## src/rtl/pal_cfg_loader_if.sv

```systemverilog
// Handshake and status bundle between a configuration source and pal_cfg_loader.
// master: drives START/ABORT and the word stream, observes loader status and PAL pins.
// slave : the loader itself; accepts words, drives PAL_CLK/PAL_CFG and status.
interface pal_cfg_loader_if #(
  parameter int N = 4,
  parameter int M = 1,
  parameter int P = 3,
  parameter int W = 8
);
  localparam int L   = 2*N*P + P*M;
  localparam int BCW = $clog2(L+1);

  logic           START;
  logic           ABORT;
  logic [W-1:0]   WORD_DATA;
  logic           WORD_VALID;
  logic           WORD_READY;
  logic           PAL_CLK;
  logic           PAL_CFG;
  logic           BUSY;
  logic           DONE;
  logic [BCW-1:0] BIT_COUNT;

  modport master (
    output START, ABORT, WORD_DATA, WORD_VALID,
    input  WORD_READY, PAL_CLK, PAL_CFG, BUSY, DONE, BIT_COUNT
  );

  modport slave (
    input  START, ABORT, WORD_DATA, WORD_VALID,
    output WORD_READY, PAL_CLK, PAL_CFG, BUSY, DONE, BIT_COUNT
  );
endinterface

```

## src/rtl/pal_cfg_loader.sv

```systemverilog
// Serialises an L-bit PAL configuration bitstream, fetched as W-bit words, onto PAL_CFG/PAL_CLK.
// Latency: one FETCH cycle per word plus two cycles (SETUP, PULSE) per bit; every output is a flop.
// Backpressure: WORD_READY is high only in FETCH; the loader waits there indefinitely for WORD_VALID.
//
// Ports:
//   CLK, RST_N            : clock, asynchronous active-low reset
//   bus.START / bus.ABORT : begin a load (ignored while busy) / cancel a load (wins over everything)
//   bus.WORD_DATA/VALID   : next bitstream word, LSB shifted out first
//   bus.WORD_READY        : word accepted on this cycle's rising edge when VALID is also high
//   bus.PAL_CLK/PAL_CFG   : serial shift clock and data to the PAL
//   bus.BUSY/DONE         : load in progress / last load completed with all L bits
//   bus.BIT_COUNT         : bits shifted in the current or most recent load
module pal_cfg_loader #(
  parameter int N = 4,
  parameter int M = 1,
  parameter int P = 3,
  parameter int W = 8
) (
  input logic              CLK,
  input logic              RST_N,
  pal_cfg_loader_if.slave  bus
);

  localparam int L        = 2*N*P + P*M;
  localparam int NW       = (L + W - 1) / W;
  localparam int BCW      = $clog2(L+1);
  localparam int IW       = (W > 1) ? $clog2(W) : 1;
  localparam int WCW      = $clog2(NW+1);
  // In-word index of the final real bit inside the last word; bits above it are padding.
  localparam int LAST_IDX = L - (NW-1)*W - 1;

  typedef enum logic [1:0] {
    S_IDLE  = 2'd0,
    S_FETCH = 2'd1,
    S_SETUP = 2'd2,
    S_PULSE = 2'd3
  } state_t;

  state_t          r_state;
  state_t          w_nxt_state;
  logic [W-1:0]    r_shift;
  logic [W-1:0]    w_nxt_shift;
  logic [W-1:0]    w_shifted;
  logic [IW-1:0]   r_idx;
  logic [IW-1:0]   w_nxt_idx;
  logic [WCW-1:0]  r_word_cnt;
  logic [WCW-1:0]  w_nxt_word_cnt;
  logic [BCW-1:0]  r_bit_count;
  logic [BCW-1:0]  w_nxt_bit_count;
  logic            r_pal_cfg;
  logic            w_nxt_pal_cfg;
  logic            r_done;
  logic            w_nxt_done;
  logic            r_pal_clk;
  logic            r_word_ready;
  logic            r_busy;
  logic            w_accept;
  logic            w_abort;
  logic            w_last_bit;

  assign w_shifted  = r_shift >> 1;
  assign w_accept   = (r_state == S_FETCH) && r_word_ready && bus.WORD_VALID;
  assign w_abort    = bus.ABORT && (r_state != S_IDLE);
  // The final bit is reached in the last word at LAST_IDX; this ends the load before any
  // padding bit of the last word is presented, so padding never produces a PAL_CLK pulse.
  assign w_last_bit = (r_word_cnt == WCW'(NW)) && (r_idx == IW'(LAST_IDX));

  always_comb begin
    w_nxt_state     = r_state;
    w_nxt_shift     = r_shift;
    w_nxt_idx       = r_idx;
    w_nxt_word_cnt  = r_word_cnt;
    w_nxt_bit_count = r_bit_count;
    w_nxt_pal_cfg   = r_pal_cfg;
    w_nxt_done      = r_done;

    if (w_abort) begin
      // A word handshaking in the same cycle is dropped: the shift register is not loaded.
      w_nxt_state = S_IDLE;
      w_nxt_done  = 1'b0;
    end else begin
      case (r_state)
        S_IDLE: begin
          if (bus.START) begin
            w_nxt_state     = S_FETCH;
            w_nxt_done      = 1'b0;
            w_nxt_bit_count = '0;
            w_nxt_word_cnt  = '0;
          end
        end

        S_FETCH: begin
          if (w_accept) begin
            w_nxt_shift    = bus.WORD_DATA;
            w_nxt_idx      = '0;
            w_nxt_word_cnt = r_word_cnt + WCW'(1);
            w_nxt_pal_cfg  = bus.WORD_DATA[0];
            w_nxt_state    = S_SETUP;
          end
        end

        S_SETUP: begin
          w_nxt_state     = S_PULSE;
          w_nxt_bit_count = r_bit_count + BCW'(1);
        end

        S_PULSE: begin
          if (w_last_bit) begin
            w_nxt_state = S_IDLE;
            w_nxt_done  = 1'b1;
          end else if (r_idx == IW'(W-1)) begin
            w_nxt_state = S_FETCH;
          end else begin
            w_nxt_shift   = w_shifted;
            w_nxt_idx     = r_idx + IW'(1);
            w_nxt_pal_cfg = w_shifted[0];
            w_nxt_state   = S_SETUP;
          end
        end

        default: begin
          w_nxt_state = S_IDLE;
        end
      endcase
    end
  end

  // PAL_CLK, WORD_READY and BUSY are decoded from the next state and registered, so the
  // pins change only on CLK edges and PAL_CLK cannot glitch.
  always_ff @(posedge CLK or negedge RST_N) begin
    if (!RST_N) begin
      r_state      <= S_IDLE;
      r_shift      <= '0;
      r_idx        <= '0;
      r_word_cnt   <= '0;
      r_bit_count  <= '0;
      r_pal_cfg    <= 1'b0;
      r_done       <= 1'b0;
      r_pal_clk    <= 1'b0;
      r_word_ready <= 1'b0;
      r_busy       <= 1'b0;
    end else begin
      r_state      <= w_nxt_state;
      r_shift      <= w_nxt_shift;
      r_idx        <= w_nxt_idx;
      r_word_cnt   <= w_nxt_word_cnt;
      r_bit_count  <= w_nxt_bit_count;
      r_pal_cfg    <= w_nxt_pal_cfg;
      r_done       <= w_nxt_done;
      r_pal_clk    <= (w_nxt_state == S_PULSE);
      r_word_ready <= (w_nxt_state == S_FETCH);
      r_busy       <= (w_nxt_state != S_IDLE);
    end
  end

  assign bus.WORD_READY = r_word_ready;
  assign bus.PAL_CLK    = r_pal_clk;
  assign bus.PAL_CFG    = r_pal_cfg;
  assign bus.BUSY       = r_busy;
  assign bus.DONE       = r_done;
  assign bus.BIT_COUNT  = r_bit_count;

endmodule
```

## src/flat_wrapper.sv

```systemverilog
// flat-port wrapper written by rule: the top's interface ports become plain ports
module pal_cfg_loader_flat 
#(
  parameter int N = 4,
  parameter int M = 1,
  parameter int P = 3,
  parameter int W = 8
)
  (CLK, RST_N, bus_START, bus_ABORT, bus_WORD_DATA, bus_WORD_VALID, bus_WORD_READY, bus_PAL_CLK, bus_PAL_CFG, bus_BUSY, bus_DONE, bus_BIT_COUNT);
  pal_cfg_loader_if #(.N(N), .M(M), .P(P), .W(W)) bus_i ();
  input logic CLK;
  input logic RST_N;
  input wire logic [$bits(bus_i.START)-1:0] bus_START;
  input wire logic [$bits(bus_i.ABORT)-1:0] bus_ABORT;
  input wire logic [$bits(bus_i.WORD_DATA)-1:0] bus_WORD_DATA;
  input wire logic [$bits(bus_i.WORD_VALID)-1:0] bus_WORD_VALID;
  output wire logic [$bits(bus_i.WORD_READY)-1:0] bus_WORD_READY;
  output wire logic [$bits(bus_i.PAL_CLK)-1:0] bus_PAL_CLK;
  output wire logic [$bits(bus_i.PAL_CFG)-1:0] bus_PAL_CFG;
  output wire logic [$bits(bus_i.BUSY)-1:0] bus_BUSY;
  output wire logic [$bits(bus_i.DONE)-1:0] bus_DONE;
  output wire logic [$bits(bus_i.BIT_COUNT)-1:0] bus_BIT_COUNT;
  assign bus_i.START = bus_START;
  assign bus_i.ABORT = bus_ABORT;
  assign bus_i.WORD_DATA = bus_WORD_DATA;
  assign bus_i.WORD_VALID = bus_WORD_VALID;
  assign bus_WORD_READY = bus_i.WORD_READY;
  assign bus_PAL_CLK = bus_i.PAL_CLK;
  assign bus_PAL_CFG = bus_i.PAL_CFG;
  assign bus_BUSY = bus_i.BUSY;
  assign bus_DONE = bus_i.DONE;
  assign bus_BIT_COUNT = bus_i.BIT_COUNT;
  pal_cfg_loader #(.N(N), .M(M), .P(P), .W(W)) u_core (.CLK(CLK), .RST_N(RST_N), .bus(bus_i));
endmodule
```

## config.mk

```make
export PLATFORM = sky130hd
export DESIGN_NAME = pal_cfg_loader_flat
export DESIGN_NICKNAME = d
export VERILOG_FILES = /design/src/rtl/pal_cfg_loader_if.sv /design/src/rtl/pal_cfg_loader.sv /design/src/flat_wrapper.sv
export SDC_FILE = /design/constraint.sdc
export NUM_CORES = 1
export LEC_CHECK = 0
export BUFFER_PORTS_ARGS = -buffer_cell sky130_fd_sc_hd__buf_4
export CORE_MARGIN = 2
export CORE_UTILIZATION = 35
export DETAILED_ROUTE_END_ITERATION = 7
export GPL_TIMING_DRIVEN = 0
export SLEW_MARGIN = 0
export SYNTH_ARGS = -nofsm -noshare
export SYNTH_HDL_FRONTEND = slang
export SYNTH_SLANG_ARGS = --single-unit
```

## constraint.sdc

```tcl
create_clock -name CLK -period 2.9 [get_ports CLK]
set_clock_uncertainty 0.05 [all_clocks]
set_input_delay 0.145 -clock CLK [delete_from_list [all_inputs] [get_ports CLK]]
set_output_delay 0.145 -clock CLK [all_outputs]
set_load 0.03 [all_outputs]
```

==> qor.txt <==
Run status -> finished, final reports clean
TritonCTS Buffers -> 3
Slack of the critical path -> 0.742 ns
Biggest area consumer among synthesized cells -> dfrtp_1
GRT Util Overall -> 0.140
Worst hold-check path type -> input port to flop
Nets@finish -> 180
Most common cell after layout, fill and taps aside -> dfrtp_1
Vias per cell -> 5.05
EDFF count, synth -> 0
Top_reg_cell synth -> dfrtp_1
Clock sinks -> 25
Num ports -> 23
Top cell type's share of synthesized area -> 0.439
Unrepaired setup endpoints after global routing -> false
Post-Syn Nets -> 152
CP endpoint kind -> flop
Cell area after synthesis -> 1430 um^2
# diodes -> 0
I/O Buffers -> 22
Hold_sp -> bus_WORD_DATA[7]
Min Tclk post-route -> 2.16 ns
Share of cells above drive strength 1 -> 0.333
Final wirelength -> 2.80 mm
Critical setup path kind -> flop to flop
Sequential share of the synthesized area -> 0.439
First DRT Iteration DRCs -> 25
CTS clk-pin slew, worst paths -> 0.10 ns
CTS H-tree lvls -> 1
Launching point of the worst reg2reg path -> u_core.r_state[1]$_DFF_PN0_
Hold Path Sink -> u_core.r_shift[7]$_DFFE_PN0P_
GP Congestion -> 0.748
Maximum vdd drop -> 542 uV
Period utilization -> 0.744
Commonest non-fill, non-tap cells in the layout -> dfrtp_1, buf_4, mux2_2, nor2_1, ha_1
Top post-synthesis cells by area -> dfrtp_1, mux2_2, ha_1
Area Growth Syn to Fin -> 20.2%
WP data required -> 3.03 ns
Clk buf depth -> 2
Final Max Tran Viols -> 0
Synth Register Bits -> 25
Leak -> 0.000808 uW
Reg2reg setup slack -> 0.74 ns
Sum of negative setup slack -> 0 ns
Pwr Density -> 965 nW/um^2
R2r worst-path depth -> 8
CTS tree -> yes
# setup viols final -> 0
Final hold violation count -> 0
Post-DP HPWL -> 2.13 mm
F_max -> 463 MHz
Core area -> 3970 um^2
Die width -> 67.8 um
Post-synth cell types -> 38
Place WS -> 0.743 ns
Max cap viols -> 0
# DRC -> 0
CP startpoint kind -> flop
Initial Util -> 0.359
Rel. slew slack -> 0.691
Post-cts resize count -> 0
Remaining Overflow, GRT -> 0
Syn Inst Count -> 129
Vias -> 1,040
Row count -> 23
Vias in the first global route -> 1,029
Root Buffer -> clkbuf_8
Endpoint arrival time on the critical path -> 2.28 ns
Drt pass-1 iters -> 4
Drt wl/cell -> 13.6 um
Skew-Pair Late Insertion Delay -> 0.28 ns
Antenna violations before repair -> 0
RR Endpoint -> u_core.r_shift[5]$_DFFE_PN0P_
Hold Path Depth -> 3
WHS -> 0.161 ns
Die height -> 67.8 um
Fill count -> 387
Largest net degree at the start of global routing -> 26
Slew of the pin with the lowest slew margin -> 0.463 ns
Die area -> 4600 um^2
Asr flop ratio synth -> 1.00
CP Max Fanout -> 10
Yosys warnings -> 0
Synthesized area per cell -> 11.1 um^2
Routed Antenna Nets -> 0
First-pass GRT wire length -> 4.66 mm
==> stage by stage <==
| step | std cells | total power, uW | instance area (um^2) | util |
|---|---|---|---|---|
| floorplan | 129 | 1220 | 1430 | - |
| global placement | 201 | 1400 | 1650 | 0.417 |
| detailed placement | 201 | 1440 | 1650 | 0.417 |
| CTS | 206 | 1670 | 1710 | 0.432 |
| global route | 206 | 1790 | 1710 | 0.432 |
| finish | 206 | 1650 | 1710 | 0.432 |
==> power breakdown <==
part	switching, uW	internal, uW
Sequential	85.6	474
Clock	125	101
Combinational	462	407
Total	672	982
==> cell families (layout without fill, tap and decap cells) <==
kind of cell | after synthesis | in the layout | share of synthesized area
flops | 25 | 25 | 0.439
simple gates | 40 | 40 | 0.153
mux | 15 | 15 | 0.118
xor+xnor | 2 | 2 | 0.0123
fa+ha+maj | 10 | 10 | 0.0877
compound gates | 25 | 25 | 0.147
buf+inv | 12 | 39 | 0.0430
==> flip-flops by register name, summed over array words and instances (netlist names) <==
name	flops
u_core.r_idx	3
u_core.bus.BUSY	1
u_core.bus.PAL_CLK	1
u_core.r_state	2
u_core.r_word_cnt	3
u_core.bus.BIT_COUNT	5
u_core.bus.DONE	1
u_core.bus.WORD_READY	1
u_core.r_shift	8
==> per-layer routing <==
layer | global-route usage | share of wire | vias to the layer above
met1 | 0.159 | 0.42 | 503
met5 | 0 | 0 | -
li1 | - | - | 512
met3 | 0.0461 | 0.056 | 4
met4 | 0.0375 | 0.0082 | 0
met2 | 0.251 | 0.51 | 21
==> cell usage after synthesis (2+ instances only) <==
library cell and count:
o21ba_2 2, inv_1 7, nand2b_1 2, buf_6 2
dfrtp_1 25, a211o_1 3, clkbuf_1 2, and3_1 3
nor2b_1 3, nor3_1 6, a21oi_1 2, nand2_1 5
o21ai_0 6, a221o_1 2, mux2_2 15, ha_1 10
nor2_1 11, a32o_1 2, xor2_1 2
==> worst max-delay path, stage by stage, from the launching register on <==
cell	delay [ns]
dfrtp_1	0.42
inv_1	0.10
ha_1	0.19
buf_6	0.14
a21boi_4	0.15
or2_1	0.24
buf_6	0.13
a21oi_4	0.25
mux2_2	0.38
==> what timing repair did <==
action,in CTS,in global routing
buffers inserted,0,0
endpoints found under the setup margin,0,0
hold endpoints to repair,25,0
hold buffers,1,0
==> layout make-up <==
class | instances | area [um^2] | share of cell area
multi-input combinational | 92 | 739 | 0.431
sequential | 25 | 626 | 0.365
timing repair buffer | 23 | 175 | 0.102
tap | 50 | 62.6 | 0.0365
clock buffer | 3 | 41.3 | 0.0241
buffer | 5 | 35.0 | 0.0204
inverter | 7 | 26.3 | 0.0153
clock inverter | 1 | 8.76 | 0.00511
==> worst max-delay path by stage <==
| stage | from | depth (start not counted) | endpoint |
|---|---|---|---|
| final | u_core.r_state[1]$_DFF_PN0_ | 8 | u_core.r_shift[5]$_DFFE_PN0P_ |
| after global routing | u_core.r_state[0]$_DFF_PN0_ | 8 | u_core.r_shift[6]$_DFFE_PN0P_ |
| after CTS | u_core.r_state[1]$_DFF_PN0_ | 8 | u_core.r_shift[6]$_DFFE_PN0P_ |
| after floorplan | u_core.r_state[1]$_DFF_PN0_ | 8 | u_core.r_shift[0]$_DFFE_PN0P_ |
| after global placement | u_core.r_state[1]$_DFF_PN0_ | 8 | u_core.r_shift[1]$_DFFE_PN0P_ |
| after detailed placement | u_core.r_state[1]$_DFF_PN0_ | 8 | u_core.r_shift[6]$_DFFE_PN0P_ |
Note: power is estimated with default switching activity, not from simulation.
